<file path="src/rtl/dzcpu_uop_sequencer.sv">
// dzcpu_uop_sequencer
//   Micro-sequencer between memory fetch and the dzcpu datapath. Latches the
//   opcode byte from the memory bus, looks up its flow start in the ucode LUT,
//   then walks uPC through the ucode ROM issuing micro-ops until an eof flow.
//   CB-prefixed opcodes jump through the CB LUT via the jcb micro-op.
//
// Ports
//   iClock, iReset        clock (posedge) / asynchronous active-high reset
//   iMemData, iMemReady   opcode or CB sub-opcode byte at MEM[pc] and its valid
//   iStall                datapath stall, freezes EXEC
//   iZeroFlag             Z flag for the conditional eof flows
//   oLutMop / iLutIdx     opcode to the ucode LUT / flow start index back
//   oCbLutMop / iCbLutIdx sub-opcode to the CB LUT / flow index back
//   oRomAddr / iUop       uPC to the ucode ROM / {flow, op, operand} back
//   oExecValid, oExecOp, oExecOperand   micro-op issue to the datapath
//   oPcInc, oFlagUpdate, oEof           per-uop strobes
//   oInsnCnt              retired instruction count (wraps)
//   oError                sticky abort (watchdog or CB LUT miss)
//
// state  | meaning
// IDLE   | one cycle after reset
// FETCH  | waiting for the opcode byte
// EXEC   | walking the ROM flow, one uop per unstalled cycle

module dzcpu_uop_sequencer #(
    parameter int MAX_UOPS = 32,
    parameter int CNT_W    = 16
) (
    input  logic             iClock,
    input  logic             iReset,
    input  logic [7:0]       iMemData,
    input  logic             iMemReady,
    input  logic             iStall,
    input  logic             iZeroFlag,
    output logic [7:0]       oLutMop,
    input  logic [7:0]       iLutIdx,
    output logic [7:0]       oCbLutMop,
    input  logic [7:0]       iCbLutIdx,
    output logic [7:0]       oRomAddr,
    input  logic [12:0]      iUop,
    output logic             oExecValid,
    output logic [3:0]       oExecOp,
    output logic [4:0]       oExecOperand,
    output logic             oPcInc,
    output logic             oFlagUpdate,
    output logic             oEof,
    output logic [CNT_W-1:0] oInsnCnt,
    output logic             oError
);

    // Flow and op encodings shared with the ucode ROM image.
    localparam logic [3:0] FL_NOP        = 4'd0;
    localparam logic [3:0] FL_INC        = 4'd1;
    localparam logic [3:0] FL_EOF        = 4'd2;
    localparam logic [3:0] FL_INC_EOF    = 4'd3;
    localparam logic [3:0] FL_EOF_FU     = 4'd4;
    localparam logic [3:0] FL_INC_EOF_FU = 4'd5;
    localparam logic [3:0] FL_INC_EOF_Z  = 4'd6;
    localparam logic [3:0] FL_INC_EOF_NZ = 4'd7;
    localparam logic [3:0] OP_JCB        = 4'hF;

    localparam int UC_W = $clog2(MAX_UOPS + 1);

    typedef enum logic [1:0] {ST_IDLE, ST_FETCH, ST_EXEC} state_t;

    state_t           state_q, state_d;
    logic [7:0]       upc_q, upc_d;
    logic [7:0]       ir_q, ir_d;
    logic [UC_W-1:0]  ucnt_q, ucnt_d;
    logic [CNT_W-1:0] insn_q, insn_d;
    logic             err_q, err_d;

    logic [3:0] flow;
    logic [3:0] op;
    logic       is_jcb;
    logic       has_inc;
    logic       suppress;
    logic       ends;
    logic       is_fu;
    logic       advance;
    logic       wd_hit;

    // Flow decode; any unlisted flow code behaves like nop.
    always_comb begin
        flow     = iUop[12:9];
        op       = iUop[8:5];
        is_jcb   = (op == OP_JCB);
        has_inc  = (flow == FL_INC) || (flow == FL_INC_EOF) || (flow == FL_INC_EOF_FU) ||
                   (flow == FL_INC_EOF_Z) || (flow == FL_INC_EOF_NZ);
        // Conditional eof taken: the uop ends the instruction without issuing.
        suppress = ((flow == FL_INC_EOF_Z) && iZeroFlag) ||
                   ((flow == FL_INC_EOF_NZ) && !iZeroFlag);
        ends     = (flow == FL_EOF) || (flow == FL_INC_EOF) || (flow == FL_EOF_FU) ||
                   (flow == FL_INC_EOF_FU) || suppress;
        is_fu    = (flow == FL_EOF_FU) || (flow == FL_INC_EOF_FU);
        // jcb must see the CB sub-opcode on the bus before it can move on.
        advance  = (state_q == ST_EXEC) && !iStall && (!is_jcb || iMemReady);
        // This uop is the last one the watchdog allows.
        wd_hit   = (ucnt_q == UC_W'(MAX_UOPS - 1));
    end

    always_ff @(posedge iClock or posedge iReset) begin
        if (iReset) begin
            state_q <= ST_IDLE;
            upc_q   <= '0;
            ir_q    <= '0;
            ucnt_q  <= '0;
            insn_q  <= '0;
            err_q   <= 1'b0;
        end else begin
            state_q <= state_d;
            upc_q   <= upc_d;
            ir_q    <= ir_d;
            ucnt_q  <= ucnt_d;
            insn_q  <= insn_d;
            err_q   <= err_d;
        end
    end

    always_comb begin
        state_d = state_q;
        upc_d   = upc_q;
        ir_d    = ir_q;
        ucnt_d  = ucnt_q;
        insn_d  = insn_q;
        err_d   = err_q;
        case (state_q)
            ST_IDLE: state_d = ST_FETCH;
            ST_FETCH: begin
                if (iMemReady) begin
                    ir_d    = iMemData;
                    upc_d   = iLutIdx;
                    ucnt_d  = '0;
                    state_d = ST_EXEC;
                end
            end
            ST_EXEC: begin
                if (advance) begin
                    ucnt_d = ucnt_q + UC_W'(1);
                    if (is_jcb) begin
                        if ((iCbLutIdx == 8'd0) || wd_hit) begin
                            err_d   = 1'b1;
                            state_d = ST_FETCH;
                        end else begin
                            upc_d = iCbLutIdx;
                        end
                    end else if (ends) begin
                        insn_d  = insn_q + CNT_W'(1);
                        state_d = ST_FETCH;
                    end else if (wd_hit) begin
                        err_d   = 1'b1;
                        state_d = ST_FETCH;
                    end else begin
                        upc_d = upc_q + 8'd1;
                    end
                end
            end
            default: state_d = ST_IDLE;
        endcase
    end

    always_comb begin
        oExecValid   = advance && !is_jcb && !suppress;
        oPcInc       = advance && has_inc;
        oFlagUpdate  = advance && !is_jcb && ends && is_fu;
        oEof         = advance && !is_jcb && ends;
        // Op and operand are held at zero whenever nothing is being issued.
        oExecOp      = oExecValid ? iUop[8:5] : 4'd0;
        oExecOperand = oExecValid ? iUop[4:0] : 5'd0;
        oLutMop      = (state_q == ST_FETCH) ? iMemData : ir_q;
        oCbLutMop    = iMemData;
        oRomAddr     = upc_q;
        oInsnCnt     = insn_q;
        oError       = err_q;
    end

endmodule

</file>
<file path="config.mk">
export PLATFORM = sky130hd
export DESIGN_NAME = dzcpu_uop_sequencer
export DESIGN_NICKNAME = d
export VERILOG_FILES = /design/src/rtl/dzcpu_uop_sequencer.sv
export SDC_FILE = /design/constraint.sdc
export NUM_CORES = 1
export LEC_CHECK = 0
export ABC_AREA = 0
export CORE_ASPECT_RATIO = 0.6
export CORE_MARGIN = 10
export CORE_UTILIZATION = 35
export DETAILED_ROUTE_END_ITERATION = 8
export MAX_ROUTING_LAYER = met4
export PLACE_DENSITY = 0.7
export SLEW_MARGIN = 10
export SYNTH_ARGS = -nofsm -noshare
export SYNTH_HDL_FRONTEND = slang
export SYNTH_SLANG_ARGS = --single-unit
</file>
<file path="constraint.sdc">
create_clock -name iClock -period 2.1 [get_ports iClock]
set_clock_uncertainty 0.15 [all_clocks]
set_input_delay 0.315 -clock iClock [delete_from_list [all_inputs] [get_ports iClock]]
set_output_delay 0.315 -clock iClock [all_outputs]
set_load 0.05 [all_outputs]
</file>
======== Word level (Yosys, flattened, before mapping) ========
Cells that the tools add are included.
storage, ports and cells
  bits in latches ......................... 0
  flip-flop bits (word level) ............. 41
  word-level logic and storage cells ...... 89
  input port bits ......................... 42
  memory bits (read-only) ................. 0
  memory bits (writable) .................. 0
  memories kept ........................... 0
cells by class
  add/subtract/negate cells ............... 3
  multiply operators ...................... 0
  reductions and logical operators ........ 35
  divide/modulo/power cells ............... 0
  mux-type cells .......................... 24
  magnitude comparators ................... 0
  eq/ne operators ......................... 20
  bitwise logic cells ..................... 1
  shifts and indexed selects .............. 0
operators by type and width
  kind                                                 count
  2-to-1 mux 8 bit                                     7
  adder 16 x 1 -> 16 bit, second input constant        1
  equality test 4 x 3 -> 1 bit, second input constant  4
  case mux 8 bit (2 select lines)                      1
  logical OR 1 bit                                     12
  2-to-1 mux 2 bit                                     6
  2-to-1 mux 6 bit                                     2
  case mux 6 bit (2 select lines)                      1
  logical AND 1 bit                                    9
  inequality test 3 bit, second input constant         3
  adder 8 x 1 -> 8 bit, second input constant          1
  equality test 4 x 2 -> 1 bit, second input constant  2
  logical NOT 8 bit                                    1
  AND reduction 4 bit                                  2
  adder 6 x 1 -> 6 bit, second input constant          1
  equality test 6 x 5 -> 1 bit, second input constant  1
  inequality test 2 bit, second input constant         3
  case mux 2 bit (3 select lines)                      1
  AND reduction 6 bit                                  1
  2-to-1 mux 5 bit                                     1
  AND reduction 5 bit                                  1
  equality test 4 x 1 -> 1 bit, second input constant  1
  equality test 4 bit, second input constant           1
  logical NOT 1 bit                                    4
  other kinds (12)                                     16

======== Depth between registers and ports, before layout ========
  depth in word-level cells ............... 9
  mapped depth ............................ 10

======== Worst setup path after synthesis ========
Ideal clock, no wire load.
  kind .................................... register -> output
  start point ............................. register state_q[0]
  end point ............................... output port oFlagUpdate
  setup slack ............................. -1.124 ns
  data required time ...................... 1.635 ns
  stages on the path, launching flop included .. 7
  arrival ................................. 2.759 ns
  cell sequence ........................... dfrtp_1 > inv_1 > ha_1 > buf_2 > nor2b_1 > nand2_1 > nor4b_1
between the ends
  longest elaborated chain between the ends .. 6
RTL lines
  what                            line  RTL
  from (decl)                     66    state_t state_q, state_d;
  from (signal assigned)          111   state_q <= state_d;
  equality test 2 bit             97    advance = (state_q == ST_EXEC) && !iStall && (!is_jcb || iMemReady);
  logical AND 1 bit (2 in a row)  97
  logical AND 1 bit (3 in a row)  165   oFlagUpdate = advance && !is_jcb && ends && is_fu;
  to (decl)                       45    output logic oFlagUpdate,
No other way between the ends.

======== Final worst setup path ========
Same ends and word-level chain as after synthesis.

==> metrics <==
most frequent cells after synthesis=dfrtp_1, nand2_1, mux2_2; vias=2,437; reg-to-reg critical path endpoint=oInsnCnt[11]$_DFFE_PP0P_; placed cell count=450; Critical Path Start=state_q[0]$_DFFE_PP0P_; Filler Cell Count=535; Initial Util=36.9%; LEAKAGE=0.00201 uW; final cell count without fillers=472; Area Growth Syn to Fin=74.7%; gr ovfl total=0; part of the cycle the worst path needs=105%; Slowest cell on crit path=dfrtp_1; clock sinks=41; Clock Latency Late Sink=280 ps; Seq. cell area=1030 um2; CP Class=flip-flop to output port; post-route setup TNS=-1170 ps; measured slew at the worst slew-check pin=532 ps; Fin. Hold Viols=0; Die ar.=11,100 um2; Mapped Area=2510 um2; max cap viols=0; post-synth top area share=40.8%; dominant synthesized flop cell=dfrtp_1; Synth Warn #=0; Peak VDD IR=0.600 mV; Synth area leaders=dfrtp_1, mux2_2, xnor2_1; sequential element share of the synthesized area=40.8%; Slew Limit Fails=0; Final GP Congestion=0.848; # DRC=0; CP Depth=7; DP HPWL=6310 um; minimum clock period=2210 ps; critical-path cell list=inv_2, ha_4, nor2b_4, nand2_8, buf_12, nor4b_4, buf_12; PortBufs=95; Design Area, Final=4390 um2; nets=433; status=finished, violations left; failing checks=negative setup slack; distinct cell type count after synthesis=52; CP arrival=1740 ps; total CTS buffers=5; pin count of the biggest net entering global routing=42; largest buffer count on any clock path=2; syn_nets=300; FF+latch count, synth=41; most common cell in the netlist=dfrtp_1; reg2reg setup slack=10 ps; Worst path most repeated cell=buf_12; multi-input logic area=1570 um2; crit path capture type=output port; setup ws final=-109 ps; Critical Path Fanout Max=3; Bufs and invs on worst path=3; Post-synth EDFFs=0; fin util=64.4%; reg2reg path depth=11; worst r2r src=state_q[0]$_DFFE_PP0P_; CTS root buf=clkbuf_16; DRT antenna net count=0; clock slew at reported path FFs=60 ps; ys async rst share=100%; CTS tree=yes; setup violators final=20; Avg Cell Area, Syn=10.0 um2; hold_buf cts=0; share of cells above drive strength 1=41.3%; Hold Path Class=primary input to async pin; gr usage total=15.6%; Synth area leader=dfrtp_1; drt pass-1 iters=4; Worst path max stage delay=390 ps; Slew HR=64.4%; H-Tree Depth=2; startpoint types=flip-flop; Cell Pwr Density=1210 nW/um2; post-placement cell area=3960 um2; max frequency=453 MHz; CP required=1630 ps; WL/cell=18.3 um; row count=23; Post-Route WL=8630 um; RSZ-0062 raised after global routing=true; initial antenna violation count=0; die height=85.6 um; Iter 0 DRT Violations=152; vias in the first global route=2,562; Ports=96; DR vias/cell=5.16; die span in x=129 um; first-pass GRT wire length=13,500 um; Mapped Cells=251; Ant. Diodes=0; Core ar.=6820 um2; Top Family by Delay on Critical Path=simple AND/OR/NAND/NOR gates
state kept, by name, summed over array words and instances (netlist names):
register  flops
ir_q          8
oRomAddr      8
ucnt_q        6
state_q       2
oError        1
oInsnCnt     16
logic make-up after synthesis:
| group | share of synthesized area [%] |
|---|---|
| fa+ha+maj | 3.48 |
| mux | 8.06 |
| xor+xnor | 6.27 |
| flops | 40.8 |
| simple gates | 20.5 |
| buf+inv | 5.62 |
| compound gates | 15.3 |
worst reg2reg max path, delay by kind of cell, from the launching register on:
kind / cells / cell delay [ps]
buffers and inverters: 5 / 620
AND/OR/NAND/NOR: 4 / 590
flip-flops: 1 / 390
XOR/XNOR: 1 / 140
adder cells (fa/ha/maj): 1 / 120
per-layer routing:
layer	vias up	GRT usage, %	share of wire, %
met5	-	-	0
met4	0	3.80	0.73
met3	8	6.45	8.8
met2	79	22.5	45
met1	1173	19.7	46
li1	1177	-	-
layout make-up:
cell class	instances	share of cell area, %
Clock buffer	7	3.25
Tap cell	87	2.48
Timing Repair Buffer	142	33.7
Sequential cell	41	23.4
Clock inverter	1	0.684
Inverter	8	0.684
Multi-Input combinational cell	186	35.8
placed cells by master, fill, tap and decap left out, types with 3 or more instances in the layout:
| master | count |
|---|---|
| buf_4 | 63 |
| dfrtp_1 | 40 |
| clkdlybuf4s50_1 | 39 |
| buf_12 | 21 |
| nand2_1 | 18 |
| mux2_2 | 17 |
| nor2_1 | 11 |
| xnor2_1 | 9 |
| and2_4 | 9 |
| nand3_1 | 8 |
| inv_1 | 7 |
| xor2_1 | 7 |
| dlygate4sd2_1 | 7 |
| buf_6 | 7 |
| o21ai_0 | 6 |
| o22a_1 | 6 |
| a31oi_1 | 5 |
| and3_1 | 5 |
| o21ai_1 | 5 |
| ha_1 | 5 |
| clkbuf_16 | 5 |
| nand4_1 | 4 |
| and4_1 | 4 |
| a22o_1 | 4 |
| dlymetal6s2s_1 | 4 |
| nand2b_1 | 3 |
| nor4_4 | 3 |
| a41oi_1 | 3 |
| a21o_1 | 3 |
| a21oi_1 | 3 |
stage by stage:
stage	hold slack [ps]	worst slack, ps	power [uW]
finish	318	-109	5330
global route	348	-164	5600
CTS	330	-125	5250
detailed placement	315	-446	4160
global placement	329	-329	4110
floorplan	316	-105	3200
power by group:
part / switching [uW] / total (uW) / internal (uW)
clock: 303 / 897 / 594
sequential: 237 / 1240 / 1010
combinational: 1800 / 3190 / 1380
total: 2340 / 5330 / 2980
worst max path at each step:
stage | slack, ps | to
6_report | -110 | oFlagUpdate
5_1_grt | -160 | oFlagUpdate
4_1_cts | -120 | oFlagUpdate
3_5_place_dp | -450 | state_q[1]$_DFFE_PP0P_
3_3_place_gp | -330 | state_q[1]$_DFFE_PP0P_
2_1_floorplan | -100 | oExecOp[0]
what timing repair did:
action,in CTS,in global routing
gates resized for setup,21,21
endpoints found under the hold margin,0,0
setup endpoints to repair,34,41
pin swaps,16,14
cloned,2,0
buffers inserted,11,3
No activity file was read; power rests on OpenSTA's default activity.
